<file path="config.mk">
export PLATFORM = sky130hd
export DESIGN_NAME = change_dispenser
export DESIGN_NICKNAME = d
export VERILOG_FILES = /design/src/rtl/change_dispenser_pkg.sv /design/src/rtl/change_dispenser_pulse_timer.sv /design/src/rtl/change_dispenser.sv
export SDC_FILE = /design/constraint.sdc
export NUM_CORES = 1
export LEC_CHECK = 0
export ABC_CLOCK_PERIOD_IN_PS = 3800
export CAP_MARGIN = 15
export CORE_MARGIN = 2
export CORE_UTILIZATION = 45
export CTS_CLUSTER_DIAMETER = 60
export CTS_CLUSTER_SIZE = 28
export DETAILED_ROUTE_END_ITERATION = 10
export SYNTH_ARGS = -nofsm -noshare
export SYNTH_HDL_FRONTEND = slang
export SYNTH_SLANG_ARGS = --single-unit
</file>
<file path="constraint.sdc">
create_clock -name clk_i -period 3.8 [get_ports clk_i]
set_input_delay 0.57 -clock clk_i [delete_from_list [all_inputs] [get_ports clk_i]]
set_output_delay 0.57 -clock clk_i [all_outputs]
set_load 0.01 [all_outputs]
</file>
<file path="src/rtl/change_dispenser_pkg.sv">
// Shared definitions for the change dispenser: coin values, change codes,
// dispenser states and the change-code decoder.
package change_dispenser_pkg;

  localparam logic [4:0] NICKLE     = 5'd5;
  localparam logic [4:0] DIME       = 5'd10;
  localparam logic [4:0] SODA_PRICE = 5'd20;

  typedef enum logic [2:0] {
    CHG_0  = 3'b000,
    CHG_10 = 3'b001,
    CHG_15 = 3'b010,
    CHG_20 = 3'b011,
    CHG_25 = 3'b100
  } change_code_e;

  typedef enum logic [2:0] {
    S_IDLE    = 3'd0,
    S_CAPTURE = 3'd1,
    S_VEND    = 3'd2,
    S_GAP     = 3'd3,
    S_EJECT   = 3'd4
  } disp_state_e;

  typedef enum logic {
    COIN_NICKLE = 1'b0,
    COIN_DIME   = 1'b1
  } coin_e;

  function automatic logic code_valid(input logic [2:0] code);
    return (code <= CHG_25);
  endfunction

  // Invalid codes decode to zero cents; the caller raises the fault.
  function automatic logic [4:0] decode_change(input logic [2:0] code);
    logic [4:0] cents;
    case (code)
      CHG_10:  cents = DIME;
      CHG_15:  cents = DIME + NICKLE;
      CHG_20:  cents = DIME + DIME;
      CHG_25:  cents = DIME + DIME + NICKLE;
      default: cents = 5'd0;
    endcase
    return cents;
  endfunction

endpackage

</file>
<file path="src/rtl/change_dispenser_pulse_timer.sv">
// Down-counter shared by every timed phase of the dispenser; load N-1 to
// get an N-cycle phase, done is high while the count is zero.
module pulse_timer #(
  parameter int unsigned W = 3
) (
  input  logic         clk_i,
  input  logic         rst_ni,
  input  logic         load_i,
  input  logic [W-1:0] load_val_i,
  input  logic         count_i,
  output logic         done_o
);

  logic [W-1:0] cnt_d, cnt_q;

  // Next count: load wins, otherwise count down and hold at zero.
  always_comb begin
    cnt_d = cnt_q;
    if (load_i) begin
      cnt_d = load_val_i;
    end else if (count_i && (cnt_q != '0)) begin
      cnt_d = cnt_q - W'(1);
    end else begin
      cnt_d = cnt_q;
    end
  end

  // Count register.
  always_ff @(posedge clk_i or negedge rst_ni) begin
    if (!rst_ni) begin
      cnt_q <= '0;
    end else begin
      cnt_q <= cnt_d;
    end
  end

  assign done_o = (cnt_q == '0);

endmodule

</file>
<file path="src/rtl/change_dispenser.sv">
// Turns the vending FSM's soda strobe and change code into timed vend and
// coin-eject pulses, substituting nickels for an empty dime tube.
module change_dispenser
  import change_dispenser_pkg::*;
#(
  parameter int unsigned CAPTURE_CYCLES = 2,
  parameter int unsigned PULSE_CYCLES   = 4,
  parameter int unsigned GAP_CYCLES     = 3
) (
  input  logic       clk_i,
  input  logic       rst_ni,
  input  logic       soda_i,
  input  logic [2:0] change_i,
  input  logic       dime_empty_i,
  input  logic       nickle_empty_i,
  output logic       vend_o,
  output logic       eject_dime_o,
  output logic       eject_nickle_o,
  output logic       busy_o,
  output logic       fault_o
);

  localparam int unsigned MAX_A   = (CAPTURE_CYCLES > PULSE_CYCLES) ? CAPTURE_CYCLES : PULSE_CYCLES;
  localparam int unsigned MAX_P   = (MAX_A > GAP_CYCLES) ? MAX_A : GAP_CYCLES;
  localparam int unsigned TIMER_W = $clog2(MAX_P) + 1;

  localparam logic [TIMER_W-1:0] CAPTURE_LOAD = TIMER_W'(CAPTURE_CYCLES - 1);
  localparam logic [TIMER_W-1:0] PULSE_LOAD   = TIMER_W'(PULSE_CYCLES - 1);
  localparam logic [TIMER_W-1:0] GAP_LOAD     = TIMER_W'(GAP_CYCLES - 1);

  disp_state_e  state_d, state_q;
  coin_e        coin_d, coin_q;
  logic [2:0]   code_d, code_q;
  logic [2:0]   chg_prev_d, chg_prev_q;
  logic [4:0]   rem_d, rem_q;
  logic         soda_d, soda_q;
  logic         soda_evt_d, soda_evt_q;
  logic         fault_d, fault_q;
  logic         vend_d, vend_q;
  logic         dime_d, dime_q;
  logic         nick_d, nick_q;
  logic         busy_d, busy_q;

  logic                 soda_rise_s;
  logic                 event_s;
  logic [2:0]           code_eff_s;
  logic                 tmr_load_s;
  logic [TIMER_W-1:0]   tmr_val_s;
  logic                 tmr_done_s;

  pulse_timer #(.W(TIMER_W)) u_timer (
    .clk_i      (clk_i),
    .rst_ni     (rst_ni),
    .load_i     (tmr_load_s),
    .load_val_i (tmr_val_s),
    .count_i    (state_q != S_IDLE),
    .done_o     (tmr_done_s)
  );

  // Request detection and the code as seen this cycle; edge regs always track inputs.
  always_comb begin
    soda_rise_s = soda_i & ~soda_q;
    event_s     = soda_rise_s | ((chg_prev_q == 3'b000) & (change_i != 3'b000));
    code_eff_s  = (change_i != 3'b000) ? change_i : code_q;
    soda_d      = soda_i;
    chg_prev_d  = change_i;
  end

  // Sequencing FSM; outputs are decoded from the next state so they come straight off flops.
  always_comb begin
    state_d    = state_q;
    coin_d     = coin_q;
    code_d     = code_q;
    rem_d      = rem_q;
    soda_evt_d = soda_evt_q;
    fault_d    = fault_q;
    tmr_load_s = 1'b0;
    tmr_val_s  = '0;
    case (state_q)
      S_IDLE: begin
        if (event_s) begin
          state_d    = S_CAPTURE;
          code_d     = change_i;
          soda_evt_d = soda_rise_s;
          tmr_load_s = 1'b1;
          tmr_val_s  = CAPTURE_LOAD;
        end else begin
          state_d = S_IDLE;
        end
      end
      S_CAPTURE: begin
        code_d = code_eff_s;
        if (tmr_done_s) begin
          rem_d      = decode_change(code_eff_s);
          fault_d    = fault_q | ~code_valid(code_eff_s);
          tmr_load_s = 1'b1;
          if (soda_evt_q) begin
            state_d   = S_VEND;
            tmr_val_s = PULSE_LOAD;
          end else begin
            state_d   = S_GAP;
            tmr_val_s = GAP_LOAD;
          end
        end else begin
          state_d = S_CAPTURE;
        end
      end
      S_VEND: begin
        if (tmr_done_s) begin
          state_d    = S_GAP;
          tmr_load_s = 1'b1;
          tmr_val_s  = GAP_LOAD;
        end else begin
          state_d = S_VEND;
        end
      end
      S_GAP: begin
        if (!tmr_done_s) begin
          state_d = S_GAP;
        end else if (rem_q == 5'd0) begin
          state_d = S_IDLE;
        end else if ((rem_q >= DIME) && !dime_empty_i) begin
          state_d    = S_EJECT;
          coin_d     = COIN_DIME;
          tmr_load_s = 1'b1;
          tmr_val_s  = PULSE_LOAD;
        end else if ((rem_q >= NICKLE) && !nickle_empty_i) begin
          state_d    = S_EJECT;
          coin_d     = COIN_NICKLE;
          tmr_load_s = 1'b1;
          tmr_val_s  = PULSE_LOAD;
        end else begin
          // Owed change cannot be paid from what is left in the tubes.
          state_d = S_IDLE;
          fault_d = 1'b1;
          rem_d   = 5'd0;
        end
      end
      S_EJECT: begin
        if (tmr_done_s) begin
          rem_d      = rem_q - ((coin_q == COIN_DIME) ? DIME : NICKLE);
          state_d    = S_GAP;
          tmr_load_s = 1'b1;
          tmr_val_s  = GAP_LOAD;
        end else begin
          state_d = S_EJECT;
        end
      end
      default: begin
        state_d = S_IDLE;
        rem_d   = 5'd0;
      end
    endcase
    vend_d = (state_d == S_VEND);
    dime_d = (state_d == S_EJECT) && (coin_d == COIN_DIME);
    nick_d = (state_d == S_EJECT) && (coin_d == COIN_NICKLE);
    busy_d = (state_d != S_IDLE);
  end

  // State, datapath and output registers.
  always_ff @(posedge clk_i or negedge rst_ni) begin
    if (!rst_ni) begin
      state_q    <= S_IDLE;
      coin_q     <= COIN_NICKLE;
      code_q     <= 3'b000;
      chg_prev_q <= 3'b000;
      rem_q      <= 5'd0;
      soda_q     <= 1'b0;
      soda_evt_q <= 1'b0;
      fault_q    <= 1'b0;
      vend_q     <= 1'b0;
      dime_q     <= 1'b0;
      nick_q     <= 1'b0;
      busy_q     <= 1'b0;
    end else begin
      state_q    <= state_d;
      coin_q     <= coin_d;
      code_q     <= code_d;
      chg_prev_q <= chg_prev_d;
      rem_q      <= rem_d;
      soda_q     <= soda_d;
      soda_evt_q <= soda_evt_d;
      fault_q    <= fault_d;
      vend_q     <= vend_d;
      dime_q     <= dime_d;
      nick_q     <= nick_d;
      busy_q     <= busy_d;
    end
  end

  assign vend_o         = vend_q;
  assign eject_dime_o   = dime_q;
  assign eject_nickle_o = nick_q;
  assign busy_o         = busy_q;
  assign fault_o        = fault_q;

endmodule
</file>
==> metrics.md <==
| Metric | Value |
|---|---|
| Status | complete, no violations |
| Flops & latches, synth | 25 |
| DIE AREA | 4130 um2 |
| Crit-path max cell delay | 0.46 ns |
| Max Root-Sink Buffers | 2 |
| Final setup viols | 0 |
| Number of global-route vias before repair | about 1300 |
| Worst R2R End | busy_o |
| Actual slew at the worst max-slew pin | 0.657 ns |
| Synth Warn # | 0 |
| Post-synth ARST share | 100% |
| Placed cells | 227 |
| Worst-case reg-to-reg path depth | 8 |
| GRT met2 Usage | 31.4% |
| Reg-to-reg slack, setup | 1.56 ns |
| Ant. Diodes | 0 |
| GRT Residual Overflow | 0 |
| Syn_area_per_cell | 9.09 um2 |
| Fin cells | roughly 230 |
| Total power draw | ~1.4 mW |
| Depth of the CTS H-tree | 1 |
| Drt first pass iters | 4 |
| Fin nets | about 200 |
| Pin count of the biggest net entering global routing | 26 |
| Hold_sp | fault_o |
| Number of max-cap violations | 0 |
| Hold path endpoint | fault_o |
| Layout cells sized above 1 | 8.11% |
| Tcrit/Tclk final | about three fifths |
| Leakage power | 0.744 nW |
| Predominant post-synthesis flop cell | dfrtp_1 |
| Count of distinct cell types in the synthesized netlist | 51 |
| Reg2Reg Launch Point | u_timer.cnt_q[0] |
| Met1 GRT Util | 25.5% |
| VDD IR-drop max | 0.345 mV |
| PwrDens | roughly 770 nW/um2 |
| Post-CTS sizing | 0 |
| DRT Wirelength | 3.47 mm |
| HP Class | reg -> reg |
| Clk_lat worst skew | roughly 0.32 ns |
| PortBufs | 12 |
| Slew headroom | 56.2% |
| # clock sinks | 25 |
| Cell accounting for the most synthesized area | dfrtp_1 |
| GP Congestion | 0.753 |
| Slew Viols, Final | 0 |
| Total Neg Setup Slack | 0 ns |
| Most Crowded Layer GR | met2 |
| Share of the synthesized area in the top cell type | 38.3% |
| WP data required | 4.04 ns |
| Core outline area | 3420 um2 |
| Drt wl/cell | roughly 15 um |
| Syn Nets | 195 |
| CTS tree | done |
| Met3 usage | 4.05% |
| FP Rows | 21 |
| Top post-synthesis cells by area | dfrtp_1, ha_1, a21oi_1 |
| Root Driver | clkbuf_4 |
| Number of synthesized flops with an enable pin | 0 |
| Starting Density | a little under half |
| CP startpoint kind | flop |
| Post-synthesis cell area | 1640 um2 |
| GRT Total Usage | about a fifth |
| Final Hold Vio Count | 0 |
| Vias | 1354 |
| Worst path slowest cell | dfrtp_1 |
| CTS buffer count | 3 |
| Cell count after synthesis | 180 |
| Crit path cell chain | inv_1 > ha_1 > ha_1 > inv_1 > a211oi_2 > o21ai_1 > and4_1 > nor3_1 |
| Number of post-CTS setup repair buffers | 0 |
| First-pass GRT wire length | 6.13 mm |
| Hold depth | 1 |
| Setup Skew | around 0.0024 ns |
| Critical Path AT | 2.49 ns |
| HPWL Detailed | 2.52 mm |
| IO Pins | 13 |
| Crit end category | flop |
| Iteration-0 DRC Markers | 61 |
| Die height | 64.3 um |
| Worst-path fanout max | 12 |
| CTS hold repair buffers | 0 |
| CTS clk-pin slew, worst paths | 0.13 ns |
| DRC violations left | 0 |
| Final ANT Viol Nets | 0 |
| Chip width | 64.3 um |
| Antenna violations before repair | 0 |
| Period minus WS final | 2.24 ns |
| CP Class | reg -> reg |
| Layout area overhead | 9.41% |
| Unrepaired setup endpoints after global routing | no |
| F_max | 446 MHz |
| Sequential area share after synthesis | between 30% and 40% |
| Vias per std cell | about 5.9 |
-- worst max-delay path: cells and delay by family (launching register included) --
kind | cells | cell delay [ns]
DFF | 1 | 0.46
and+or+nand+nor | 2 | 0.38
AOI/OAI and AO/OA | 2 | 0.46
adders and majority gates | 2 | 0.57
buffers and inverters | 2 | 0.30
-- routing by layer --
layer	vias to the layer above	wire (um)
met1	671	1640
met5	-	0
met4	0	20
li1	659	-
met3	2	109
met2	22	1690
-- state kept, by name, indices dropped and copies added, names as in the netlist --
name and count:
eject_dime_o 1, rem_q 5, soda_q 1, coin_q 1, fault_o 1, soda_evt_q 1, busy_o 1, state_q 3
code_q 3, chg_prev_q 3, vend_o 1, u_timer.cnt_q 3, eject_nickle_o 1
-- cell usage after synthesis (2+ instances only) --
library cell / instances
a211oi_2: 2
a21o_1: 4
a21oi_1: 13
a22o_1: 2
a32o_1: 2
buf_2: 4
clkbuf_1: 6
dfrtp_1: 25
ha_1: 6
inv_1: 11
mux2_2: 2
mux2i_1: 3
nand2_1: 13
nand2b_1: 3
nand3b_1: 2
nor2_1: 16
nor2b_1: 2
nor3_1: 3
nor3_2: 2
nor3b_1: 2
nor4_1: 2
o211ai_1: 3
o21a_1: 3
o21ai_0: 12
o21ai_1: 2
o22ai_1: 2
o31ai_1: 2
or3_1: 2
xnor2_1: 3
xor2_1: 5
-- cells by family (layout without fill, tap and decap cells) --
kind of cell / after synthesis / in the layout / synth area share [%]
flops: 25 / 25 / 38.3
simple gates: 54 / 54 / 17.4
compound gates: 57 / 57 / 24.3
fa+ha+maj: 7 / 7 / 5.81
xor+xnor: 8 / 8 / 4.28
buf+inv: 23 / 28 / 6.04
mux: 6 / 6 / 3.90
-- power by group --
part | leakage (nW) | switching, mW | total, mW | internal [mW]
sequential | 0.306 | 0.171 | 0.528 | 0.357
combinational | 0.423 | 0.367 | 0.724 | 0.358
clock | 0.0150 | 0.0790 | 0.120 | 0.0411
-- through the flow --
step / area, um2 / utilization, % / hold slack [ns] / setup slack, ns
detailed placement: 1760 / 51.6 / 0.453 / 1.45
CTS: 1790 / 52.4 / 0.487 / 1.58
floorplan: 1640 / - / 0.274 / 1.99
finish: 1790 / 52.4 / 0.482 / 1.56
global route: 1790 / 52.4 / 0.536 / 1.31
global placement: 1760 / 51.6 / 0.457 / 1.49
-- placed cells by master (no fill, tap or decap), types with 3 or more instances in the layout --
cell	n
inv_1	11
mux2i_1	3
clkdlybuf4s50_1	12
a21o_1	4
a21oi_1	13
dfrtp_1	25
o211ai_1	3
nand2_1	13
nor2_1	16
nor3_1	3
clkbuf_4	3
nand2b_1	3
ha_1	6
o21a_1	3
o21ai_0	12
xor2_1	5
xnor2_1	3
-- layout make-up --
class	count	area [um2]
sequential	25	626
multi-input combinational	132	911
fill	317	1630
inverter	11	41.3
clock buffer	4	26.3
timing repair buffer	13	128
tap	46	57.6
-- worst max-delay path by stage --
stage / depth (start not counted) / endpoint / startpoint
after floorplan: 8 / rem_q[2] / u_timer.cnt_q[0]
after global placement: 6 / rem_q[3] / change_i[0]
after detailed placement: 6 / rem_q[3] / change_i[1]
after CTS: 8 / busy_o / u_timer.cnt_q[0]
after global routing: 8 / busy_o / u_timer.cnt_q[0]
final: 8 / busy_o / u_timer.cnt_q[0]
(Power assumes the default switching activity.)
